===== src/rtl/alu_pkg.sv =====
// Shared ALU definitions: control codes, MIPS opcode/funct values and the
// decoded-op record carried through the issue stage.
package alu_pkg;

   localparam int CTRL_W = 4;

   localparam logic [CTRL_W-1:0] ALU_AND   = 4'd0;
   localparam logic [CTRL_W-1:0] ALU_OR    = 4'd1;
   localparam logic [CTRL_W-1:0] ALU_NAND  = 4'd2;
   localparam logic [CTRL_W-1:0] ALU_NOR   = 4'd3;
   localparam logic [CTRL_W-1:0] ALU_ADDU  = 4'd4;
   localparam logic [CTRL_W-1:0] ALU_SUBU  = 4'd5;
   localparam logic [CTRL_W-1:0] ALU_SLT   = 4'd6;
   localparam logic [CTRL_W-1:0] ALU_EQUAL = 4'd7;

   localparam logic [5:0] OP_RTYPE = 6'h00;
   localparam logic [5:0] OP_BEQ   = 6'h04;
   localparam logic [5:0] OP_ADDIU = 6'h09;
   localparam logic [5:0] OP_SLTI  = 6'h0A;
   localparam logic [5:0] OP_ANDI  = 6'h0C;
   localparam logic [5:0] OP_ORI   = 6'h0D;

   localparam logic [5:0] FN_ADDU = 6'h21;
   localparam logic [5:0] FN_SUBU = 6'h23;
   localparam logic [5:0] FN_AND  = 6'h24;
   localparam logic [5:0] FN_OR   = 6'h25;
   localparam logic [5:0] FN_NOR  = 6'h27;
   localparam logic [5:0] FN_SLT  = 6'h2A;

   typedef struct packed {
      logic [31:0]       src1;
      logic [31:0]       src2;
      logic [CTRL_W-1:0] ctrl;
      logic [4:0]        rd;
      logic              illegal;
   } issue_op_t;

   function automatic logic [31:0] sext16(input logic [15:0] imm);
      return {{16{imm[15]}}, imm};
   endfunction

   function automatic logic [31:0] zext16(input logic [15:0] imm);
      return {16'h0000, imm};
   endfunction

endpackage


===== src/rtl/alu_decode.sv =====
// Combinational MIPS decode into the ALU operand triple and writeback register.
// Anything not recognised becomes an ADDU of zeros flagged illegal.
module alu_decode
   import alu_pkg::*;
(
   input  logic [31:0]       instr_i,
   input  logic [31:0]       rs_data_i,
   input  logic [31:0]       rt_data_i,
   output logic [31:0]       src1_o,
   output logic [31:0]       src2_o,
   output logic [CTRL_W-1:0] ctrl_o,
   output logic [4:0]        rd_o,
   output logic              illegal_o
);

   logic [5:0]  opcode;
   logic [5:0]  funct;
   logic [15:0] imm;
   logic        rtypeOk;
   logic        unused_shamt;

   assign opcode       = instr_i[31:26];
   assign funct        = instr_i[5:0];
   assign imm          = instr_i[15:0];
   assign unused_shamt = ^instr_i[10:6];

   always_comb begin
      src1_o    = '0;
      src2_o    = '0;
      ctrl_o    = ALU_ADDU;
      rd_o      = '0;
      illegal_o = 1'b1;
      rtypeOk   = 1'b1;
      case (opcode)
         OP_RTYPE: begin
            case (funct)
               FN_AND:  ctrl_o = ALU_AND;
               FN_OR:   ctrl_o = ALU_OR;
               FN_NOR:  ctrl_o = ALU_NOR;
               FN_ADDU: ctrl_o = ALU_ADDU;
               FN_SUBU: ctrl_o = ALU_SUBU;
               FN_SLT:  ctrl_o = ALU_SLT;
               default: rtypeOk = 1'b0;
            endcase
            if (rtypeOk) begin
               src1_o    = rs_data_i;
               src2_o    = rt_data_i;
               rd_o      = instr_i[15:11];
               illegal_o = 1'b0;
            end else begin
               ctrl_o = ALU_ADDU;
            end
         end
         OP_ADDIU, OP_SLTI, OP_ANDI, OP_ORI: begin
            src1_o    = rs_data_i;
            rd_o      = instr_i[20:16];
            illegal_o = 1'b0;
            case (opcode)
               OP_ADDIU: begin ctrl_o = ALU_ADDU; src2_o = sext16(imm); end
               OP_SLTI:  begin ctrl_o = ALU_SLT;  src2_o = sext16(imm); end
               OP_ANDI:  begin ctrl_o = ALU_AND;  src2_o = zext16(imm); end
               default:  begin ctrl_o = ALU_OR;   src2_o = zext16(imm); end
            endcase
         end
         OP_BEQ: begin
            src1_o    = rs_data_i;
            src2_o    = rt_data_i;
            ctrl_o    = ALU_EQUAL;
            illegal_o = 1'b0;
         end
         default: ;
      endcase
   end

endmodule


===== src/rtl/alu_issue.sv =====
// ALU issue stage: decoded ops held in an output register plus a one-entry
// skid register so in_ready_o comes straight from a flop.
module alu_issue
   import alu_pkg::*;
#(
   parameter int CNT_W = 16
)(
   input  logic              clk_i,
   input  logic              rst_i,
   input  logic              flush_i,
   input  logic              in_valid_i,
   output logic              in_ready_o,
   input  logic [31:0]       instr_i,
   input  logic [31:0]       rs_data_i,
   input  logic [31:0]       rt_data_i,
   output logic              out_valid_o,
   input  logic              out_ready_i,
   output logic [31:0]       src1_o,
   output logic [31:0]       src2_o,
   output logic [CTRL_W-1:0] ctrl_o,
   output logic [4:0]        rd_addr_o,
   output logic              illegal_o,
   output logic [CNT_W-1:0]  issue_cnt_o
);

   issue_op_t        dec;
   issue_op_t        or_q, or_d;
   issue_op_t        sk_q, sk_d;
   logic             or_valid_q, or_valid_d;
   logic             sk_valid_q, sk_valid_d;
   logic [CNT_W-1:0] cnt_q, cnt_d;
   logic             in_hs;
   logic             out_hs;

   alu_decode u_decode (
      .instr_i   (instr_i),
      .rs_data_i (rs_data_i),
      .rt_data_i (rt_data_i),
      .src1_o    (dec.src1),
      .src2_o    (dec.src2),
      .ctrl_o    (dec.ctrl),
      .rd_o      (dec.rd),
      .illegal_o (dec.illegal)
   );

   assign in_ready_o = !sk_valid_q;
   assign in_hs      = in_valid_i && in_ready_o;
   assign out_hs     = or_valid_q && out_ready_i;

   // The skid entry is always older than any new input, so it refills OR first;
   // a new input can only arrive while SK is empty.
   always_comb begin
      or_d       = or_q;
      sk_d       = sk_q;
      or_valid_d = or_valid_q;
      sk_valid_d = sk_valid_q;
      if (flush_i) begin
         or_valid_d = 1'b0;
         sk_valid_d = 1'b0;
      end else if (!or_valid_q || out_hs) begin
         if (sk_valid_q) begin
            or_d       = sk_q;
            or_valid_d = 1'b1;
            sk_valid_d = 1'b0;
         end else if (in_hs) begin
            or_d       = dec;
            or_valid_d = 1'b1;
         end else begin
            or_valid_d = 1'b0;
         end
      end else if (in_hs) begin
         sk_d       = dec;
         sk_valid_d = 1'b1;
      end
      cnt_d = (out_hs && (cnt_q != '1)) ? cnt_q + CNT_W'(1) : cnt_q;
   end

   always_ff @(posedge clk_i) begin
      if (rst_i) begin
         or_q       <= '0;
         sk_q       <= '0;
         or_valid_q <= 1'b0;
         sk_valid_q <= 1'b0;
         cnt_q      <= '0;
      end else begin
         or_q       <= or_d;
         sk_q       <= sk_d;
         or_valid_q <= or_valid_d;
         sk_valid_q <= sk_valid_d;
         cnt_q      <= cnt_d;
      end
   end

   assign out_valid_o = or_valid_q;
   assign src1_o      = or_q.src1;
   assign src2_o      = or_q.src2;
   assign ctrl_o      = or_q.ctrl;
   assign rd_addr_o   = or_q.rd;
   assign illegal_o   = or_q.illegal;
   assign issue_cnt_o = cnt_q;

endmodule

===== config.mk =====
export PLATFORM = sky130hd
export DESIGN_NAME = alu_issue
export DESIGN_NICKNAME = d
export VERILOG_FILES = /design/src/rtl/alu_pkg.sv /design/src/rtl/alu_decode.sv /design/src/rtl/alu_issue.sv
export SDC_FILE = /design/constraint.sdc
export NUM_CORES = 1
export LEC_CHECK = 0
export BUFFER_PORTS_ARGS = -buffer_cell sky130_fd_sc_hd__buf_2
export CELL_PAD_IN_SITES_DETAIL_PLACEMENT = 0
export CELL_PAD_IN_SITES_GLOBAL_PLACEMENT = 2
export CORE_MARGIN = 4
export CORE_UTILIZATION = 33
export DETAILED_ROUTE_END_ITERATION = 8
export GPL_TIMING_DRIVEN = 0
export PLACE_DENSITY_LB_ADDON = 0.08
export SYNTH_ARGS = -nofsm -noshare
export SYNTH_HDL_FRONTEND = slang
export SYNTH_SLANG_ARGS = --single-unit

===== constraint.sdc =====
create_clock -name clk_i -period 4.15 [get_ports clk_i]
set_clock_uncertainty 0.05 [all_clocks]
set_input_delay 0.83 -clock clk_i [delete_from_list [all_inputs] [get_ports clk_i]]
set_output_delay 0.83 -clock clk_i [all_outputs]
set_load 0.05 [all_outputs]

==> impl_metrics.toml <==
[synth]
synth_edf_count = 0
synth_cells = 801
synth_area_sq_um = 7120
avgSynthCellArea_sq_um = 8.89
synth_warnings = 0
ys_types = 68
ys_ff_latch = 164
synth_async_sr_flop_share = 0
yosys_most_used_dff = "dfxtp_1"
syn_nets = 903
yosysSeqAreaShare = 0.461

[drt]
antenna_left = 0
wire_per_inst_microns = 19.3
drt-pass1-iter-count = 5
drtIter0Drc = 364
vias_per_cell = 5.32
vias = 6885
post-route-drc-count = 0
wl_microns = 25100

[cells_and_area]
nets = 1108
area_growth_pct = 26.0
finalNonFillerCells = 1295
fillers = 2237
drive_above_1_share = 0.257
postLayoutCoreUtil = 0.425
final_cell_mix = "205 x buf_2, 164 x dfxtp_1, 96 x nand2_1"
final_common_cell = "buf_2"

[grt]
antenna_found_initial = 3
grt_pass1_wl_microns = 38800
grt_usage = 0.205
grt_max_degree = 17
overflow = 0
grt_pass1_vias = 6732

[pwr]
switching_share = 0.269
comb_power_share = 0.079
vdd_drop_max_mv = 0.251
power_frac_clock = 0.457
cellLeakagePower_nw = 3.64
p_sw_uw = 928
fin_total_pwr_mw = 3.45
seqPwrFrac = 0.464
powerDensity_nw_per_um2 = 384
p_int_mw = 2.52

[sta]
final-max-slew-violation-count = 0
final.setup.worst_slack_ns = 1.23
slew_headroom = 0.460
finalSetupViolations = 0
rsz0062_at_grt = "false"
hold_viol_final = 0
worstMarginPinSlew_ns = 0.811
period_share = 0.705
final.setup.tns_ns = 0
post-route-min-period_ns = 2.92
timing.fmax_ghz = 0.342

[placement]
port_buffers = 186
place_hpwl_microns = 18200
gp_congestion = 0.813
dp_slack_ns = 1.31
dpl.cell_count = 1262

[min_path]
hold_class = "flip-flop to flip-flop"
hold_depth = 2

[clock_tree]
cts_setup_buffers = 0
path_clk_slew_ns = 0.08
worstSkewPairLatency_ns = 0.42
cts_buffer_depth = 2
root_buffer = "clkbuf_16"
cts-htree-levels = 4
cts_sinks = 164
tritoncts = "yes"
hold_buffers = 0
cts_made_buffers = 17
cts_resized = 0

[floorplan]
dieArea_sq_um = 24000
die_w_microns = 155
die_h_microns = 155
core_region_area_sq_um = 21100
initial_core_util = 0.338
io_pins = 193
rows = 53

[critical_path]
max_stage_delay_ns = 0.51
startpoint_type = "flip-flop"
worstPathMaxFanout = 10
crit_slowest_cell = "clkbuf_1"
critPathArrivalTime_ns = 2.04
worst-endpoint-required_ns = 3.27
crit_chain = "buf_4 > inv_1 > clkbuf_1 > buf_2"
rr_worst_depth = 7
worstSetupPathType = "flip-flop to output port"
cp-end-kind = "output port"

[run]
drv_cap = 0

[run_status]
run_status = "finished clean"
==> area by class of cell <==
| cell class | count | area, sq um | share of cell area |
|---|---|---|---|
| multi-input cells | 560 | 3470 | 0.387 |
| flip-flops and latches | 164 | 3280 | 0.366 |
| repair buffers | 186 | 931 | 0.104 |
| clock buffers | 17 | 425 | 0.0474 |
| well taps | 275 | 344 | 0.0384 |
| plain buffers | 71 | 343 | 0.0382 |
| clock inverters | 15 | 149 | 0.0166 |
| inverters | 6 | 22.5 | 0.00251 |
| diodes | 1 | 2.50 | 0.000279 |
==> cell families after synthesis <==
| logic type | after synthesis | synth area share |
|---|---|---|
| compound gates | 289 | 0.295 |
| mux | 3 | 0.00457 |
| simple gates | 256 | 0.174 |
| flops | 164 | 0.461 |
| buf+inv | 77 | 0.0513 |
| other cells | 1 | 0.000527 |
| xor+xnor | 10 | 0.0123 |
| fa+ha+maj | 1 | 0.00176 |
==> path summary, 6_finish.rpt <==
check	to	slack [ns]	from
min reg2reg	sk_q[58]	0.41	sk_q[58]
max	in_ready_o	1.23	sk_valid_q
max reg2reg	src2_o[6]	1.89	sk_valid_q
min	sk_q[58]	0.41	sk_q[58]
==> power groups by stage <==
stage	combinational (mW)	sequential (mW)	clock, mW
after detailed placement	0.272	1.63	0
after global placement	0.272	1.63	0
final	0.272	1.60	1.58
after CTS	0.273	1.60	1.61
after floorplan	0.108	1.67	0
after global routing	0.296	1.60	1.68
==> state kept, by name, indices dropped and copies added (netlist names) <==
signal	flops
out_valid_o	1
issue_cnt_o	16
src1_o	32
src2_o	32
rd_addr_o	5
ctrl_o	3
illegal_o	1
sk_q	73
sk_valid_q	1
==> stage by stage <==
| stage | hold WS, ns | area, sq um |
|---|---|---|
| after floorplan | 0.382 | 7120 |
| after global placement | 0.395 | 8390 |
| after detailed placement | 0.397 | 8390 |
| after CTS | 0.407 | 8970 |
| after global routing | 0.435 | 8970 |
| final | 0.406 | 8970 |
==> synthesized netlist by cell type, types with 2 or more instances <==
library cell / number / area, sq um
dfxtp_1: 164 / 3280
nand2_1: 96 / 360
nor2_1: 62 / 233
a21oi_1: 38 / 190
o21ai_0: 37 / 185
a211oi_1: 36 / 270
clkbuf_1: 35 / 131
o211ai_1: 33 / 248
a21o_1: 32 / 240
a22o_1: 32 / 280
a311oi_1: 24 / 210
buf_2: 19 / 95.1
nor3_1: 18 / 90.1
a22oi_1: 17 / 128
nand3_1: 12 / 60.1
a31oi_1: 11 / 68.8
and2_0: 10 / 62.6
buf_4: 10 / 75.1
or3_1: 9 / 56.3
and2_1: 8 / 50.1
nand4_1: 8 / 50.1
nor2b_1: 7 / 43.8
o221ai_1: 6 / 52.6
xnor2_1: 6 / 52.6
buf_1: 5 / 18.8
inv_1: 5 / 18.8
and3_1: 4 / 25.0
nand2b_1: 4 / 25.0
xor2_1: 4 / 35.0
nor4_1: 3 / 18.8
o2111ai_1: 3 / 26.3
a32oi_1: 2 / 17.5
buf_6: 2 / 22.5
mux2_1: 2 / 22.5
nor3_2: 2 / 20.0
o31ai_1: 2 / 15.0
or4_1: 2 / 15.0
==> per-layer routing <==
metal | vias up | wire (microns) | global-route usage
met2 | 191 | 11800 | 0.325
li1 | 3386 | - | -
met4 | 4 | 111 | 0.0399
met3 | 14 | 1500 | 0.0487
met1 | 3290 | 11600 | 0.287
met5 | - | 21 | 0
==> worst max-delay path: cells and delay by family (launching register included) <==
family	cells	cell delay (ns)
flip-flops	1	0.30
buffers and inverters	4	1.31
(Power assumes the default switching activity.)
